$ cat src/rtl/data_mem_lsu_if.sv
// Word-wide data memory bus between the load/store unit (master) and memory (slave).
// Request fields are held stable by the master until the edge where bus_ready is high.
interface data_mem_lsu_if;
    logic        bus_req;
    logic        bus_we;
    logic [31:0] bus_addr;
    logic [3:0]  bus_wstrb;
    logic [31:0] bus_wdata;
    logic        bus_ready;
    logic [31:0] bus_rdata;

    modport master (
        output bus_req, bus_we, bus_addr, bus_wstrb, bus_wdata,
        input  bus_ready, bus_rdata
    );

    modport slave (
        input  bus_req, bus_we, bus_addr, bus_wstrb, bus_wdata,
        output bus_ready, bus_rdata
    );
endinterface

$ cat src/rtl/data_mem_lsu.sv
// Load/store unit: byte-lane alignment, write strobes and load extension over a req/ready bus.
// Define LSU_MISALIGN_EN to split word-crossing accesses into two bus transactions.
module data_mem_lsu (
    input  logic               clk,
    input  logic               rst,
    input  logic               mem_re_i,
    input  logic               mem_we_i,
    input  logic [2:0]         data_mem_opr_i,
    input  logic [3:0]         data_mem_opw_i,
    input  logic [31:0]        addr_i,
    input  logic [31:0]        wdata_i,
    output logic [31:0]        rdata_o,
    output logic               stall_o,
    output logic               done_o,
    output logic               err_o,
    data_mem_lsu_if.master     bus
);

    typedef enum logic [1:0] {S_IDLE, S_ACC0, S_ACC1, S_RESP} state_t;

    state_t      state_q;
    logic        bus_req_q;
    logic        bus_we_q;
    logic [31:0] bus_addr_q;
    logic [3:0]  bus_wstrb_q;
    logic [31:0] bus_wdata_q;
    logic [31:0] rdata_q;
    logic        done_q;
    logic        err_q;
    logic        we_q;
    logic [1:0]  off_q;
    logic [2:0]  opr_q;

    logic [3:0]  size_mask_s;
    logic        legal_s;
    logic        half_s;
    logic        word_s;
    logic        misalign_s;
    logic        go_bus_s;
    logic [31:0] ld_word_s;
    logic [31:0] ld_result_s;

`ifdef LSU_MISALIGN_EN
    logic        split_q;
    logic [31:0] addr2_q;
    logic [3:0]  wstrb_hi_q;
    logic [31:0] wdata_hi_q;
    logic [31:0] word_lo_q;
    logic [7:0]  lane_s;
    logic [63:0] wide_wdata_s;
    logic [31:0] first_word_s;
`else
    logic [3:0]  lane_s;
    logic [31:0] wide_wdata_s;
`endif

    function automatic logic [31:0] load_ext(input logic [31:0] w, input logic [2:0] opr);
        logic [31:0] r;
        case (opr[1:0])
            2'b00:   r = opr[2] ? {24'h000000, w[7:0]}  : {{24{w[7]}}, w[7:0]};
            2'b01:   r = opr[2] ? {16'h0000, w[15:0]}   : {{16{w[15]}}, w[15:0]};
            2'b10:   r = w;
            default: r = 32'h0000_0000;
        endcase
        return r;
    endfunction

    // Decode size and legality of the request currently presented by the core.
    always_comb begin
        size_mask_s = 4'b0000;
        legal_s     = 1'b0;
        if (mem_we_i) begin
            size_mask_s = data_mem_opw_i;
            case (data_mem_opw_i)
                4'b0001, 4'b0011, 4'b1111: legal_s = 1'b1;
                default:                   legal_s = 1'b0;
            endcase
        end else begin
            case (data_mem_opr_i)
                3'b000, 3'b100: begin size_mask_s = 4'b0001; legal_s = 1'b1; end
                3'b001, 3'b101: begin size_mask_s = 4'b0011; legal_s = 1'b1; end
                3'b010:         begin size_mask_s = 4'b1111; legal_s = 1'b1; end
                default:        begin size_mask_s = 4'b0000; legal_s = 1'b0; end
            endcase
        end
        half_s     = (size_mask_s == 4'b0011);
        word_s     = (size_mask_s == 4'b1111);
        misalign_s = (half_s & addr_i[0]) | (word_s & (addr_i[1:0] != 2'b00));
`ifdef LSU_MISALIGN_EN
        go_bus_s   = legal_s;
`else
        go_bus_s   = legal_s & ~misalign_s;
`endif
    end

`ifdef LSU_MISALIGN_EN
    assign lane_s       = {4'b0000, size_mask_s} << addr_i[1:0];
    assign wide_wdata_s = {32'h0000_0000, wdata_i} << {addr_i[1:0], 3'b000};
    // In ACC0 the word is used on its own; bytes of a non-split access never reach the upper half.
    assign first_word_s = (state_q == S_ACC1) ? word_lo_q : bus.bus_rdata;
    assign ld_word_s    = 32'({bus.bus_rdata, first_word_s} >> {off_q, 3'b000});
`else
    assign lane_s       = size_mask_s << addr_i[1:0];
    assign wide_wdata_s = wdata_i << {addr_i[1:0], 3'b000};
    assign ld_word_s    = bus.bus_rdata >> {off_q, 3'b000};
`endif

    assign ld_result_s = we_q ? 32'h0000_0000 : load_ext(ld_word_s, opr_q);
    assign stall_o     = (mem_re_i | mem_we_i) & (state_q != S_RESP);

    // Transaction FSM with registered bus and response outputs.
    always_ff @(posedge clk or posedge rst) begin
        if (rst) begin
            state_q     <= S_IDLE;
            bus_req_q   <= 1'b0;
            bus_we_q    <= 1'b0;
            bus_addr_q  <= 32'h0000_0000;
            bus_wstrb_q <= 4'b0000;
            bus_wdata_q <= 32'h0000_0000;
            rdata_q     <= 32'h0000_0000;
            done_q      <= 1'b0;
            err_q       <= 1'b0;
            we_q        <= 1'b0;
            off_q       <= 2'b00;
            opr_q       <= 3'b000;
`ifdef LSU_MISALIGN_EN
            split_q     <= 1'b0;
            addr2_q     <= 32'h0000_0000;
            wstrb_hi_q  <= 4'b0000;
            wdata_hi_q  <= 32'h0000_0000;
            word_lo_q   <= 32'h0000_0000;
`endif
        end else begin
            case (state_q)
                S_IDLE: begin
                    if (mem_re_i | mem_we_i) begin
                        we_q  <= mem_we_i;
                        off_q <= addr_i[1:0];
                        opr_q <= data_mem_opr_i;
                        if (go_bus_s) begin
                            bus_req_q   <= 1'b1;
                            bus_we_q    <= mem_we_i;
                            bus_addr_q  <= {addr_i[31:2], 2'b00};
                            bus_wstrb_q <= mem_we_i ? lane_s[3:0] : 4'b0000;
                            bus_wdata_q <= mem_we_i ? wide_wdata_s[31:0] : 32'h0000_0000;
`ifdef LSU_MISALIGN_EN
                            split_q     <= |lane_s[7:4];
                            addr2_q     <= {addr_i[31:2], 2'b00} + 32'd4;
                            wstrb_hi_q  <= mem_we_i ? lane_s[7:4] : 4'b0000;
                            wdata_hi_q  <= mem_we_i ? wide_wdata_s[63:32] : 32'h0000_0000;
`endif
                            state_q     <= S_ACC0;
                        end else begin
                            rdata_q <= 32'h0000_0000;
                            done_q  <= 1'b1;
                            err_q   <= 1'b1;
                            state_q <= S_RESP;
                        end
                    end else begin
                        state_q <= S_IDLE;
                    end
                end
                S_ACC0: begin
                    if (bus.bus_ready) begin
`ifdef LSU_MISALIGN_EN
                        if (split_q) begin
                            word_lo_q   <= bus.bus_rdata;
                            bus_addr_q  <= addr2_q;
                            bus_wstrb_q <= wstrb_hi_q;
                            bus_wdata_q <= wdata_hi_q;
                            state_q     <= S_ACC1;
                        end else begin
                            bus_req_q <= 1'b0;
                            rdata_q   <= ld_result_s;
                            done_q    <= 1'b1;
                            err_q     <= 1'b0;
                            state_q   <= S_RESP;
                        end
`else
                        bus_req_q <= 1'b0;
                        rdata_q   <= ld_result_s;
                        done_q    <= 1'b1;
                        err_q     <= 1'b0;
                        state_q   <= S_RESP;
`endif
                    end else begin
                        state_q <= S_ACC0;
                    end
                end
                S_ACC1: begin
`ifdef LSU_MISALIGN_EN
                    if (bus.bus_ready) begin
                        bus_req_q <= 1'b0;
                        rdata_q   <= ld_result_s;
                        done_q    <= 1'b1;
                        err_q     <= 1'b0;
                        state_q   <= S_RESP;
                    end else begin
                        state_q <= S_ACC1;
                    end
`else
                    bus_req_q <= 1'b0;
                    state_q   <= S_IDLE;
`endif
                end
                S_RESP: begin
                    done_q  <= 1'b0;
                    err_q   <= 1'b0;
                    state_q <= S_IDLE;
                end
                default: begin
                    bus_req_q <= 1'b0;
                    state_q   <= S_IDLE;
                end
            endcase
        end
    end

    assign bus.bus_req   = bus_req_q;
    assign bus.bus_we    = bus_we_q;
    assign bus.bus_addr  = bus_addr_q;
    assign bus.bus_wstrb = bus_wstrb_q;
    assign bus.bus_wdata = bus_wdata_q;
    assign rdata_o       = rdata_q;
    assign done_o        = done_q;
    assign err_o         = err_q;

endmodule

$ cat src/flat_wrapper.sv
// flat-port wrapper written by rule: the top's interface ports become plain ports
module data_mem_lsu_flat 
  (clk, rst, mem_re_i, mem_we_i, data_mem_opr_i, data_mem_opw_i, addr_i, wdata_i, rdata_o, stall_o, done_o, err_o, bus_bus_req, bus_bus_we, bus_bus_addr, bus_bus_wstrb, bus_bus_wdata, bus_bus_ready, bus_bus_rdata);
  data_mem_lsu_if bus_i ();
  input  logic clk;
  input  logic rst;
  input  logic mem_re_i;
  input  logic mem_we_i;
  input  logic [2:0] data_mem_opr_i;
  input  logic [3:0] data_mem_opw_i;
  input  logic [31:0] addr_i;
  input  logic [31:0] wdata_i;
  output logic [31:0] rdata_o;
  output logic stall_o;
  output logic done_o;
  output logic err_o;
  output wire logic [$bits(bus_i.bus_req)-1:0] bus_bus_req;
  output wire logic [$bits(bus_i.bus_we)-1:0] bus_bus_we;
  output wire logic [$bits(bus_i.bus_addr)-1:0] bus_bus_addr;
  output wire logic [$bits(bus_i.bus_wstrb)-1:0] bus_bus_wstrb;
  output wire logic [$bits(bus_i.bus_wdata)-1:0] bus_bus_wdata;
  input wire logic [$bits(bus_i.bus_ready)-1:0] bus_bus_ready;
  input wire logic [$bits(bus_i.bus_rdata)-1:0] bus_bus_rdata;
  assign bus_bus_req = bus_i.bus_req;
  assign bus_bus_we = bus_i.bus_we;
  assign bus_bus_addr = bus_i.bus_addr;
  assign bus_bus_wstrb = bus_i.bus_wstrb;
  assign bus_bus_wdata = bus_i.bus_wdata;
  assign bus_i.bus_ready = bus_bus_ready;
  assign bus_i.bus_rdata = bus_bus_rdata;
  data_mem_lsu u_core (.clk(clk), .rst(rst), .mem_re_i(mem_re_i), .mem_we_i(mem_we_i), .data_mem_opr_i(data_mem_opr_i), .data_mem_opw_i(data_mem_opw_i), .addr_i(addr_i), .wdata_i(wdata_i), .rdata_o(rdata_o), .stall_o(stall_o), .done_o(done_o), .err_o(err_o), .bus(bus_i));
endmodule
$ cat config.mk
export PLATFORM = sky130hd
export DESIGN_NAME = data_mem_lsu_flat
export DESIGN_NICKNAME = d
export VERILOG_FILES = /design/src/rtl/data_mem_lsu_if.sv /design/src/rtl/data_mem_lsu.sv /design/src/flat_wrapper.sv
export SDC_FILE = /design/constraint.sdc
export NUM_CORES = 1
export LEC_CHECK = 0
export BUFFER_PORTS_ARGS = -buffer_cell sky130_fd_sc_hd__buf_2
export CORE_MARGIN = 5
export CORE_UTILIZATION = 49
export DETAILED_ROUTE_END_ITERATION = 12
export PLACE_DENSITY_LB_ADDON = 0.3
export SLEW_MARGIN = 20
export SYNTH_ARGS = -nofsm -noshare
export SYNTH_HDL_FRONTEND = slang
export SYNTH_SLANG_ARGS = --single-unit
export TNS_END_PERCENT = 20
$ cat constraint.sdc
create_clock -name clk -period 4.6 [get_ports clk]
set_input_delay 0.92 -clock clk [delete_from_list [all_inputs] [get_ports clk]]
set_output_delay 0.92 -clock clk [all_outputs]
set_load 0.02 [all_outputs]
==> metrics.txt <==
clk_lat worst skew 0.35 ns; WP data required 4.85 ns; Avg WL per Cell between 15 and 20 µm; Clock Pin Slew Worst Setup and Hold Paths 0.07 ns; row count 38; cell area after synthesis 0.00551 mm²; first-pass GRT wire length 23800 µm; CP max FO 38; Clock power frac 0.168; chip height 116 µm; Detail Route Antenna Nets 0; Yosys warning total 0; combinational family with the most area after synthesis multiplexers; relative slew slack 0.309; nets between 700 and 800; Die ar. ~0.013 mm²; R2R Path Start u_core.off_q[1]; Sum Neg Setup Slack 0 ns; startpoint class of the critical path input port; synthesis-to-layout area growth 25.6%; Syn Inst Count between 400 and 500; Int Pwr 2780 µW; first-iteration detailed-routing DRC count 302; status finished clean; Setup WS pre-CTS between 0.7 and 0.8 ns; maximum clock insertion buffer count 2; antenna violations before repair 0; area share of and/or/nand/nor cells after synthesis 0.0672; xor and xnor fraction of the mapped netlist area 0.00318; synth top area cells dfrtp_1, mux2_2, mux2i_1, a22o_1, nand2_1; switching power between 1500 and 2000 µW; Hold Violations, Final 0; minimum clock period around 3.5 ns; PwrDens between 600 and 700 mW/mm²; sequential share of the synthesized area 0.500; Register-to-Register Path Depth 5; setup repair bufs after CTS 0; DR vias 4521; area of the multi-input gates between 0.002 and 0.003 mm²; P_leak 0.00361 µW; Sink Count 110; number of I/O port buffers 210; mux contribution to synthesized area 0.226; Final Max Slew Viols 0; GPL Wtd Cong 0.884; area leader, netlist dfrtp_1; drt total wl 14800 µm; layout cells sized above 1 0.449; Mean Syn Cell Area between 10 and 15 µm²; final worst slack 1.09 ns; flops & latches, synth 110; Peak Freq 285 MHz; largest net degree at the start of global routing 49; post-synth top area share 0.500; Worst Tran Pin Value 1.03 ns; Synth Area in Compound Gates 0.149; Tot GR Track Use 0.224; Synth Area in Adders 0.00908; Sw Ratio 0.414; Setup CP Type input port to register; CP Launch Point addr_i[0]; final setup violating endpoints 0; period utilisation layout 0.762; VDD IR max 390 µV; post-synthesis async set-or-reset flop share 1.00; CP Capture Type register; number of synthesized flops with an enable pin 0; # resized after CTS 0; CTS Buf Count 9; vias in the first global route 4804; Most used DFF post-synth dfrtp_1; DIE WIDTH 116 µm; Root Driver clkbuf_16; CP arrival 3.76 ns; clk_skew ~0.011 ns; Min-Delay Path Class register to register; sequential cell area about 0.0028 mm²; # Max-Cap Violations 0; boundary pin count 213; Initial Util 0.504; post-route cell area about 0.007 mm²; FILL cells 881; Vias/cell around 5.6; Hold Buf Count CTS 0; R2R Setup Slk roughly 1.7 ns; Area after DPL ~0.0066 mm²; power share of the combinational group 0.475; Layout Utilization 0.633; Inserted Diodes 0; Core Area between 0.01 and 0.015 mm²; RSZ-0062 raised after global routing false; worst hold margin 0.480 ns; Reg power frac 0.357; dpl hpwl approximately 11000 µm; Worst Setup EP u_core.bus.bus_wdata[15]; DRC Markers 0; grt ovf 0; Distinct cells, synth 43; CTS tree built; reg2reg end u_core.rdata_o[26]; drt pass-1 iters 6; CTS HTree Levels 3
area by class of cell:
class,count,share of cell area
clock inverter,6,0.00995
clock buffer,10,0.0345
tap,140,0.0253
timing repair buffer,218,0.161
inverter,15,0.00850
multi-input combinational,314,0.363
sequential,110,0.398
power by group through the flow:
stage	Combinational [µW]	Sequential, µW	Clock [µW]
floorplan	1140	2120	0
global placement	2230	1690	0
detailed placement	2270	1690	0
CTS	2270	1690	814
global route	2440	1750	858
finish	2250	1690	797
flip-flops by register name, summed over array words and instances, names as in the netlist:
register	flops
u_core.bus.bus_addr	30
u_core.bus.bus_req	1
u_core.bus.bus_wdata	32
u_core.bus.bus_we	1
u_core.bus.bus_wstrb	4
u_core.done_o	1
u_core.err_o	1
u_core.off_q	2
u_core.opr_q	3
u_core.rdata_o	32
u_core.state_q	2
u_core.we_q	1
cells in the final DEF (no fill, tap or decap), types with 2 or more instances in the layout:
cell type	count
a21oi_1	24
a22o_1	18
inv_1	14
clkinv_4	2
nand2b_1	4
a32o_1	9
nand2_1	42
a21o_1	2
nand3_1	2
mux2_4	4
o2bb2ai_1	14
o31ai_1	2
buf_4	8
mux2i_1	52
clkbuf_16	9
buf_2	210
o21ai_0	21
mux2_2	57
nor2_1	11
xor2_1	2
dfrtp_1	110
nand3b_1	2
nor2b_1	11
ha_1	4
conb_1	2
a211oi_1	15
how the worst min path moves through the flow:
stage,startpoint,to,slack (ns),depth (start not counted)
floorplan,u_core.we_q,u_core.we_q,0.45,2
global placement,u_core.we_q,u_core.we_q,0.46,2
detailed placement,u_core.bus.bus_we,u_core.bus.bus_we,0.46,1
CTS,u_core.bus.bus_wstrb[0],u_core.bus.bus_wstrb[0],0.48,1
global route,u_core.we_q,u_core.we_q,0.51,2
finish,u_core.bus.bus_we,u_core.bus.bus_we,0.48,1
logic make-up (layout without fill, tap and decap cells):
kind of cell               count (synthesis)  count (layout)
AOI/OAI and AO/OA                        114             114
muxes                                    114             114
DFF                                      110             110
and+or+nand+nor                           78              78
buffers and inverters                     48             249
adders and majority gates                  4               4
xor gates and xnor gates                   2               2
other                                      1               2
synthesized netlist by cell type (2+ instances only):
master	n
buf_1	3
nand2b_1	4
xor2_1	2
nand3b_1	2
a21o_1	2
o2bb2ai_1	14
ha_1	4
mux2_2	57
nand3_1	2
a22o_1	18
nor2b_1	11
nor2_1	11
o31ai_1	2
clkbuf_1	18
mux2i_1	52
o21ai_0	21
mux2_4	4
buf_4	7
a21oi_1	24
nand2_1	42
inv_1	15
a32o_1	9
buf_6	4
dfrtp_1	110
a211oi_1	15
metal layers:
layer,GRT usage,routed length (µm),part of all wire
met1,0.283,6000,0.41
met2,0.378,7360,0.50
met3,0.0606,1220,0.083
met4,0.0673,201,0.014
met5,0,0,0
through the flow:
step           power [µW]  cells
6_report             4740    813
5_1_grt              5050    813
4_1_cts              4780    813
3_5_place_dp         3960    797
3_3_place_gp         3910    797
2_1_floorplan        3250    472
worst max-delay path, stage by stage:
cell,delay (ns)
buf_2,0.64
a21oi_1,0.13
a221o_1,0.42
o211ai_2,0.31
or2_2,0.76
buf_4,0.38
o2bb2ai_1,0.16
Power figures use the tool's default switching activity.
